==> config.mk <==
export PLATFORM = sky130hd
export DESIGN_NAME = mem_access_unit
export DESIGN_NICKNAME = d
export VERILOG_FILES = /design/src/rtl/mem_access_unit.sv
export SDC_FILE = /design/constraint.sdc
export NUM_CORES = 1
export LEC_CHECK = 0
export BUFFER_PORTS_ARGS = -buffer_cell sky130_fd_sc_hd__buf_4
export CORE_ASPECT_RATIO = 1.4
export CORE_UTILIZATION = 46
export DETAILED_ROUTE_END_ITERATION = 16
export PLACE_DENSITY = 0.78
export SLEW_MARGIN = 40
export SYNTH_ARGS = -nofsm -noshare
export SYNTH_HDL_FRONTEND = slang
export SYNTH_SLANG_ARGS = --single-unit
export TNS_END_PERCENT = 10
==> constraint.sdc <==
create_clock -name clk -period 2.8 [get_ports clk]
set_input_delay 0.14 -clock clk [delete_from_list [all_inputs] [get_ports clk]]
set_output_delay 0.14 -clock clk [all_outputs]
set_load 0.02 [all_outputs]
==> src/rtl/mem_access_unit.sv <==
// MEM stage: runs loads/stores over a byte-wide req/ack port (little-endian, one byte per beat).
// Optional ME_ALIGN_CHECK_EN: misaligned halfword/word accesses issue no beats and raise misalign_o.
module mem_access_unit #(
  parameter int ADDR_W = 32,
  parameter int OP_W   = 8
) (
  input  logic              clk,
  input  logic              rst,
  input  logic [OP_W-1:0]   aluop_i,
  input  logic [ADDR_W-1:0] mem_addr_i,
  input  logic              w_enable_i,
  input  logic [4:0]        w_addr_i,
  input  logic [31:0]       w_data_i,
  output logic              w_enable_o,
  output logic [4:0]        w_addr_o,
  output logic [31:0]       w_data_o,
  output logic              stall_req_o,
  output logic              mem_req_o,
  output logic              mem_we_o,
  output logic [ADDR_W-1:0] mem_addr_o,
  output logic [7:0]        mem_wdata_o,
  input  logic [7:0]        mem_rdata_i,
  input  logic              mem_ack_i,
  output logic              misalign_o
);
  // AluOpBus encodings of the memory ops; anything else is a non-memory op.
  localparam logic [OP_W-1:0] EX_LB_OP  = OP_W'(8'hE0);
  localparam logic [OP_W-1:0] EX_LH_OP  = OP_W'(8'hE1);
  localparam logic [OP_W-1:0] EX_LW_OP  = OP_W'(8'hE3);
  localparam logic [OP_W-1:0] EX_LBU_OP = OP_W'(8'hE4);
  localparam logic [OP_W-1:0] EX_LHU_OP = OP_W'(8'hE5);
  localparam logic [OP_W-1:0] EX_SB_OP  = OP_W'(8'hE8);
  localparam logic [OP_W-1:0] EX_SH_OP  = OP_W'(8'hE9);
  localparam logic [OP_W-1:0] EX_SW_OP  = OP_W'(8'hEB);

  typedef enum logic [1:0] {S_IDLE, S_ACCESS, S_DONE} state_t;

  state_t            state_q, state_d;
  logic [1:0]        k_q, k_d;
  logic [31:0]       buf_q, buf_d;
  logic              req_q, req_d;
  logic              we_q, we_d;
  logic [ADDR_W-1:0] addr_q, addr_d;
  logic [7:0]        wdata_q, wdata_d;
  logic              mis_q, mis_d;

  logic       is_load, is_store, is_sext, is_mem, misal;
  logic [1:0] last_k;

  always_comb begin
    is_load  = 1'b0;
    is_store = 1'b0;
    is_sext  = 1'b0;
    last_k   = 2'd0;
    case (aluop_i)
      EX_LB_OP:  begin is_load = 1'b1; is_sext = 1'b1; end
      EX_LBU_OP: is_load = 1'b1;
      EX_LH_OP:  begin is_load = 1'b1; is_sext = 1'b1; last_k = 2'd1; end
      EX_LHU_OP: begin is_load = 1'b1; last_k = 2'd1; end
      EX_LW_OP:  begin is_load = 1'b1; last_k = 2'd3; end
      EX_SB_OP:  is_store = 1'b1;
      EX_SH_OP:  begin is_store = 1'b1; last_k = 2'd1; end
      EX_SW_OP:  begin is_store = 1'b1; last_k = 2'd3; end
      default: ;
    endcase
  end
  assign is_mem = is_load | is_store;

`ifdef ME_ALIGN_CHECK_EN
  assign misal = ((last_k == 2'd1) && mem_addr_i[0]) ||
                 ((last_k == 2'd3) && (mem_addr_i[1:0] != 2'b00));
  assign misalign_o = (state_q == S_DONE) && mis_q;
`else
  assign misal      = 1'b0;
  assign misalign_o = 1'b0;
`endif

  always_comb begin
    state_d     = state_q;
    k_d         = k_q;
    buf_d       = buf_q;
    req_d       = req_q;
    we_d        = we_q;
    addr_d      = addr_q;
    wdata_d     = wdata_q;
    mis_d       = 1'b0;
    w_enable_o  = 1'b0;
    w_addr_o    = 5'd0;
    w_data_o    = 32'd0;
    stall_req_o = 1'b0;
    case (state_q)
      S_IDLE: begin
        if (is_mem) begin
          stall_req_o = 1'b1;
          if (misal) begin
            state_d = S_DONE;
            mis_d   = 1'b1;
          end else begin
            state_d = S_ACCESS;
            req_d   = 1'b1;
            we_d    = is_store;
            k_d     = 2'd0;
            buf_d   = 32'd0;
            addr_d  = mem_addr_i;
            wdata_d = w_data_i[7:0];
          end
        end else begin
          w_enable_o = w_enable_i;
          w_addr_o   = w_addr_i;
          w_data_o   = w_data_i;
        end
      end
      S_ACCESS: begin
        stall_req_o = 1'b1;
        // Without ack every mem_* register simply holds: wait states are unbounded.
        if (mem_ack_i) begin
          buf_d[{k_q, 3'b000} +: 8] = mem_rdata_i;
          if (k_q == last_k) begin
            state_d = S_DONE;
            req_d   = 1'b0;
          end else begin
            k_d     = k_q + 2'd1;
            addr_d  = mem_addr_i + ADDR_W'(k_d);
            wdata_d = w_data_i[{k_d, 3'b000} +: 8];
          end
        end
      end
      S_DONE: begin
        state_d  = S_IDLE;
        w_addr_o = w_addr_i;
        if (is_load && !mis_q) begin
          w_enable_o = w_enable_i;
          case (last_k)
            2'd0:    w_data_o = is_sext ? {{24{buf_q[7]}}, buf_q[7:0]}   : {24'd0, buf_q[7:0]};
            2'd1:    w_data_o = is_sext ? {{16{buf_q[15]}}, buf_q[15:0]} : {16'd0, buf_q[15:0]};
            default: w_data_o = buf_q;
          endcase
        end else begin
          w_enable_o = 1'b0;
          w_data_o   = w_data_i;
        end
      end
      default: state_d = S_IDLE;
    endcase
    // Outputs read as zero while reset is held, even the combinational pass-through.
    if (rst) begin
      w_enable_o  = 1'b0;
      w_addr_o    = 5'd0;
      w_data_o    = 32'd0;
      stall_req_o = 1'b0;
    end
  end

  always_ff @(posedge clk or posedge rst) begin
    if (rst) begin
      state_q <= S_IDLE;
      k_q     <= 2'd0;
      buf_q   <= 32'd0;
      req_q   <= 1'b0;
      we_q    <= 1'b0;
      addr_q  <= '0;
      wdata_q <= 8'd0;
      mis_q   <= 1'b0;
    end else begin
      state_q <= state_d;
      k_q     <= k_d;
      buf_q   <= buf_d;
      req_q   <= req_d;
      we_q    <= we_d;
      addr_q  <= addr_d;
      wdata_q <= wdata_d;
      mis_q   <= mis_d;
    end
  end

  assign mem_req_o   = req_q;
  assign mem_we_o    = we_q;
  assign mem_addr_o  = addr_q;
  assign mem_wdata_o = wdata_q;

endmodule

Yosys cells after proc, flatten, opt, wreduce, memory -nomap -nowiden
Index checks and enable logic that the tools add are counted.
- register bits: 78
- bits in latches: 0
- RAM bits: 0
- bits in read-only memories: 0
- output and inout port bits: 82
- memories kept: 0
- $add $sub $neg: 3
- multipliers: 0
- divide/modulo/power cells: 0
- magnitude comparators: 0
- equality and inequality tests: 16
- shifts and indexed selects: 3
- mux-type cells: 45
- bitwise gates (word level): 1
- reduce and logical (&&, ||, !) cells: 13
- operators with widths (kind ; number):
    two-way mux 32 bit ; 10
    one-hot mux 32 bit (2 select lines) ; 4
    equality test 8 bit, second input constant ; 8
    adder 32 x 2 -> 32 bit ; 1
    bitwise mux 32 bit ; 1
    variable shift 8 x 7 -> 32 bit, first input constant ; 1
    indexed part select 32 x 6 -> 8 bit ; 1
    indexed part select 8 x 7 -> 32 bit ; 1
    two-way mux 8 bit ; 3
    one-hot mux 8 bit (2 select lines) ; 1
    two-way mux 2 bit ; 6
    one-hot mux 2 bit (2 select lines) ; 3
    two-way mux 1 bit ; 11
    two-way mux 5 bit ; 2
    one-hot mux 5 bit (2 select lines) ; 1
    != test 2 bit, second input constant ; 4
    AND reduction 4 bit ; 2
    negation 5 -> 7 bit ; 1
    one-hot mux 1 bit (2 select lines) ; 3
    AND reduction 3 bit ; 2
    OR reduction 3 bit ; 2
    OR reduction 5 bit ; 1
    equality test 2 x 1 -> 1 bit, second input constant ; 2
    logical NOT 2 bit ; 2
    other kinds (7) ; 8

Logic depth before layout (Yosys ltp)
- depth in word-level cells: 8
- gate-level depth with buffers: 9
- depth with buffers taken out: 9

Worst setup path before layout
OpenSTA, ideal clock, no wires.
- kind: input -> output
- start point: input port rst
- end point: output port w_data_o[29]
- arrival: 2.803 ns
- data required time: 2.660 ns
- slack: -0.143 ns
- stages on the path: 4
- buffers on the path: 1
- path through: inv_1 nand2_1 clkbuf_1 a21oi_1
- longest elaborated chain between the ends: 1
- RTL lines (item ; line ; source):
    from (decl) ; 8 ; input logic rst,
    two-way mux 32 bit ; 146 ; if (rst) begin
    to (decl) ; 16 ; output logic [31:0] w_data_o,
Every way passes these cells.

Worst setup path in the final report
- start point: register k_q[0]
- end point: register addr_q[21] (netlist: mem_addr_o[21])
- longest elaborated chain between the ends: 5
- elaborated cells on any way between the ends: 8
- those cells by class: 2 x add/sub; 2 x eq/ne; 3 x mux; 1 x reduce/logical
- RTL lines (item ; line ; source):
    from (decl) ; 39 ; logic [1:0] k_q, k_d;
    from (signal assigned) ; 166 ; k_q <= k_d;
    adder 2 x 1 -> 2 bit ; 122 ; k_d = k_q + 2'd1;
    adder 32 x 2 -> 32 bit ; 123 ; addr_d = mem_addr_i + ADDR_W'(k_d);
    two-way mux 32 bit ; 118 ; if (k_q == last_k) begin
    two-way mux 32 bit ; 116 ; if (mem_ack_i) begin
    one-hot mux 32 bit (2 select lines) ; 91 ; case (state_q)
    to (signal assigned) ; 170 ; addr_q <= addr_d;
    to (decl) ; 43 ; logic [ADDR_W-1:0] addr_q, addr_d;
Parallel ways exist; a longest one is shown, timed or not. The select of a mux whose other input is x is not followed.
A chain may end at the register's enable or synchronous reset.

==> impl_results.md <==
- Placed cell count: 850
- Post CTS Setup Buffer Count: 0
- Placer congestion estimate: approximately 0.8
- Starting density of the core: 0.480
- Final Hold Fails: 0
- Drt wl/cell: approximately 16 um
- Busiest layer in global routing: met2
- Max-cap check violation count: 0
- Clock Skews: 5.35 ps
- Final Setup Violations: 0
- Post-Syn Nets: around 660
- Overall Power: 6050 uW
- Post-Synthesis Cells: 562
- GRT overflow: 0
- Post-synthesis compound-gate area fraction: 0.163
- Port bufs: 169
- Worst EP arrival: ~2700 ps
- Seq/Total Area, Yosys: 0.404
- CTS clk-pin slew, worst paths: 60 ps
- Vias in the first global route: about 4.6k
- Final worst slack: 270 ps
- Multi-input combinational cell area: about 2700 sq um
- Mux contribution to synthesized area: 0.117
- Post-Synth XOR/XNOR Area: 0.0544
- Cts hold-fix bufs: 0
- Initial antenna violation count: 0
- Total CTS buffers: 9
- Leak: about 0.0030 uW
- Worst path required time: around 3000 ps
- DRC: 0
- Routed WL: around 14 mm
- Final Non-Filler Cells: slightly below 900
- Final hold slack: around 45 ps
- Ys async rst share: 1.00
- Die ar.: between 10000 and 15000 sq um
- Synth Cell Area: around 4800 sq um
- Syn. warnings: 0
- M3 GR Usage: 0.0681
- Fmax: 0.395 GHz
- Initial DRT Pass Iterations: 5
- Clock buffer depth: 2
- Vias per inst: roughly 5.4
- CTS tree: built
- Mean Syn Cell Area: roughly 8.6 sq um
- Die outline width: between 80 and 90 um
- Power per Cell Area: slightly above 900 nW/um^2
- Drt initial violations: 348
- Critical path class: flop to flop
- Number of top-level pins: approximately 170
- Slew Limit Fails: 0
- Nets: between 800 and 900
- Largest net degree at the start of global routing: 79
- Worst-path cell chain: inv_1 > ha_1 > ha_1 > a21oi_1 > nand3b_1 > or3b_4 > nor3_2 > xor2_1 > mux2_1
- GR Layer Usage met2: 0.475
- Fillcell total: between 800 and 900
- Worst-Skew Late Latency: 330 ps
- Main synth FF type: dfrtp_1
- Layout cells sized above 1: 0.346
- Slowest cell on crit path: or3b_4
- Crit-path max FO: 5
- Total GRT Usage: 0.259
- Flip-flop and latch area: around 2000 sq um
- Synth Area in Adders: 0.0197
- Unique masters post-synth: 55
- Row Count: 43
- Tightest Pin Transition: ~840 ps
- CP dominant cell by count: ha_1
- Crit start category: flop
- DP HPWL: 10.8 mm
- Crit. End Element: flop
- Met1 Usage GRT: 0.290
- Core Region: between 10000 and 15000 sq um
- Vias: 4702
- Routed Antenna Nets: 0
- Setup TNS: 0 ps
- Main combinational cell family by area after synthesis: simple AND/OR/NAND/NOR gates
- Layout area overhead: 36.7%
- Post_cts resized: 0
- Reg2reg setup slack: between 200 and 300 ps
- Final period util: 0.904
- H-tree levels: 3
- Slew headroom: 0.440
- Peak supply drop: about 0.00053 V
- Clock sinks: between 70 and 80
- Synth Register Bits: 78
- RSZ-0062 raised after global routing: no
- CTS Root Cell: clkbuf_16
- Max incr delay on CP: between 400 and 500 ps
- Simple-gate area share of the yosys netlist: 0.202
- First-pass GRT wire length: between 20 and 25 mm
- Post-synth EDFFs: 0
- Pre-CTS WS: 248 ps
- Die Ht: around 120 um
- Diode count: 0
- Status: completed
- Fin crit period: ~2500 ps
- Worst hold path class: input pin to asynchronous set/reset pin
==> cell usage in the layout (no fill, tap or decap), types with 4 or more instances in the layout <==
cell type,instances
clkbuf_16,9
o22ai_1,8
inv_1,14
nand3_1,18
a22oi_1,9
nor3_1,8
a21o_1,4
a21oi_1,44
and4_1,4
xor2_1,10
o21ai_0,59
buf_4,184
ha_1,6
nor2_1,32
and3_1,13
mux2i_1,9
xnor2_1,20
mux2_2,41
dfrtp_1,78
nand2_1,110
==> worst max-delay path: cells and delay by family, from the launching register on <==
kind / cells / cell delay, ps
and+or+nand+nor: 3 / 840
muxes: 1 / 300
adders and majority gates: 2 / 590
buffers and inverters: 1 / 120
DFF: 1 / 370
AOI/OAI and AO/OA: 1 / 100
xor gates and xnor gates: 1 / 80
==> final timing paths <==
path                           start  cells past startpoint             end
hold reg to reg            buf_q[30]                      2       buf_q[30]
setup / recovery              k_q[0]                      9  mem_addr_o[21]
max in group asynchronous        rst                      3  mem_addr_o[20]
setup reg to reg              k_q[0]                      9  mem_addr_o[21]
min in group clk           mem_ack_i                      2      state_q[0]
hold / removal                   rst                      3       buf_q[13]
==> routing by layer <==
metal | part of all wire | vias up
met3 | 0.068 | 19
li1 | - | 2287
met1 | 0.39 | 2211
met5 | 0 | -
met2 | 0.52 | 185
met4 | 0.017 | 0
==> per-stage QoR <==
stage                      util  instance area (sq um)
after detailed placement  0.625                   6290
after global routing      0.657                   6610
after global placement    0.625                   6290
after CTS                 0.657                   6610
final                     0.657                   6610
after floorplan               -                   4830
==> logic make-up after synthesis <==
family | after synthesis
buf+inv | 48
other cells | 1
mux | 51
xor+xnor | 30
simple gates | 208
compound gates | 139
fa+ha+maj | 7
flops | 78
==> final cells by class <==
type                       count  share of cell area
clock buffer                  14              0.0415
sequential                    78               0.296
clock inverter                 2             0.00587
tap                          135              0.0256
timing repair buffer         186               0.214
inverter                      15             0.00909
multi-input combinational    436               0.409
==> state kept, by name (all words and copies together), names as in the netlist <==
name and cells:
buf_q 32, k_q 2, mem_addr_o 32, mem_req_o 1
mem_wdata_o 8, mem_we_o 1, state_q 2
==> where the power goes <==
group          leakage (uW)  switching (uW)  internal [uW]  total (uW)
logic               0.00189            1710           1380        3090
registers          0.000994             222           1520        1740
clock network      0.000153             452            766        1220
total               0.00304            2380           3660        6050
==> cell usage after synthesis, drive strengths merged, types with 6 or more instances <==
library cell	number	area, sq um
mux2i	9	90.1
o21ai	60	300
xnor2	20	175
inv	15	56.3
nor2	32	120
nand2	110	413
o22ai	9	62.6
a22oi	9	67.6
buf	12	57.6
nand3	20	110
nor3	9	50.1
xor2	10	87.6
clkbuf	21	78.8
a21oi	44	220
and3	13	81.3
mux2	42	473
dfrtp	78	1950
ha	6	75.1
(Power assumes the default switching activity.)
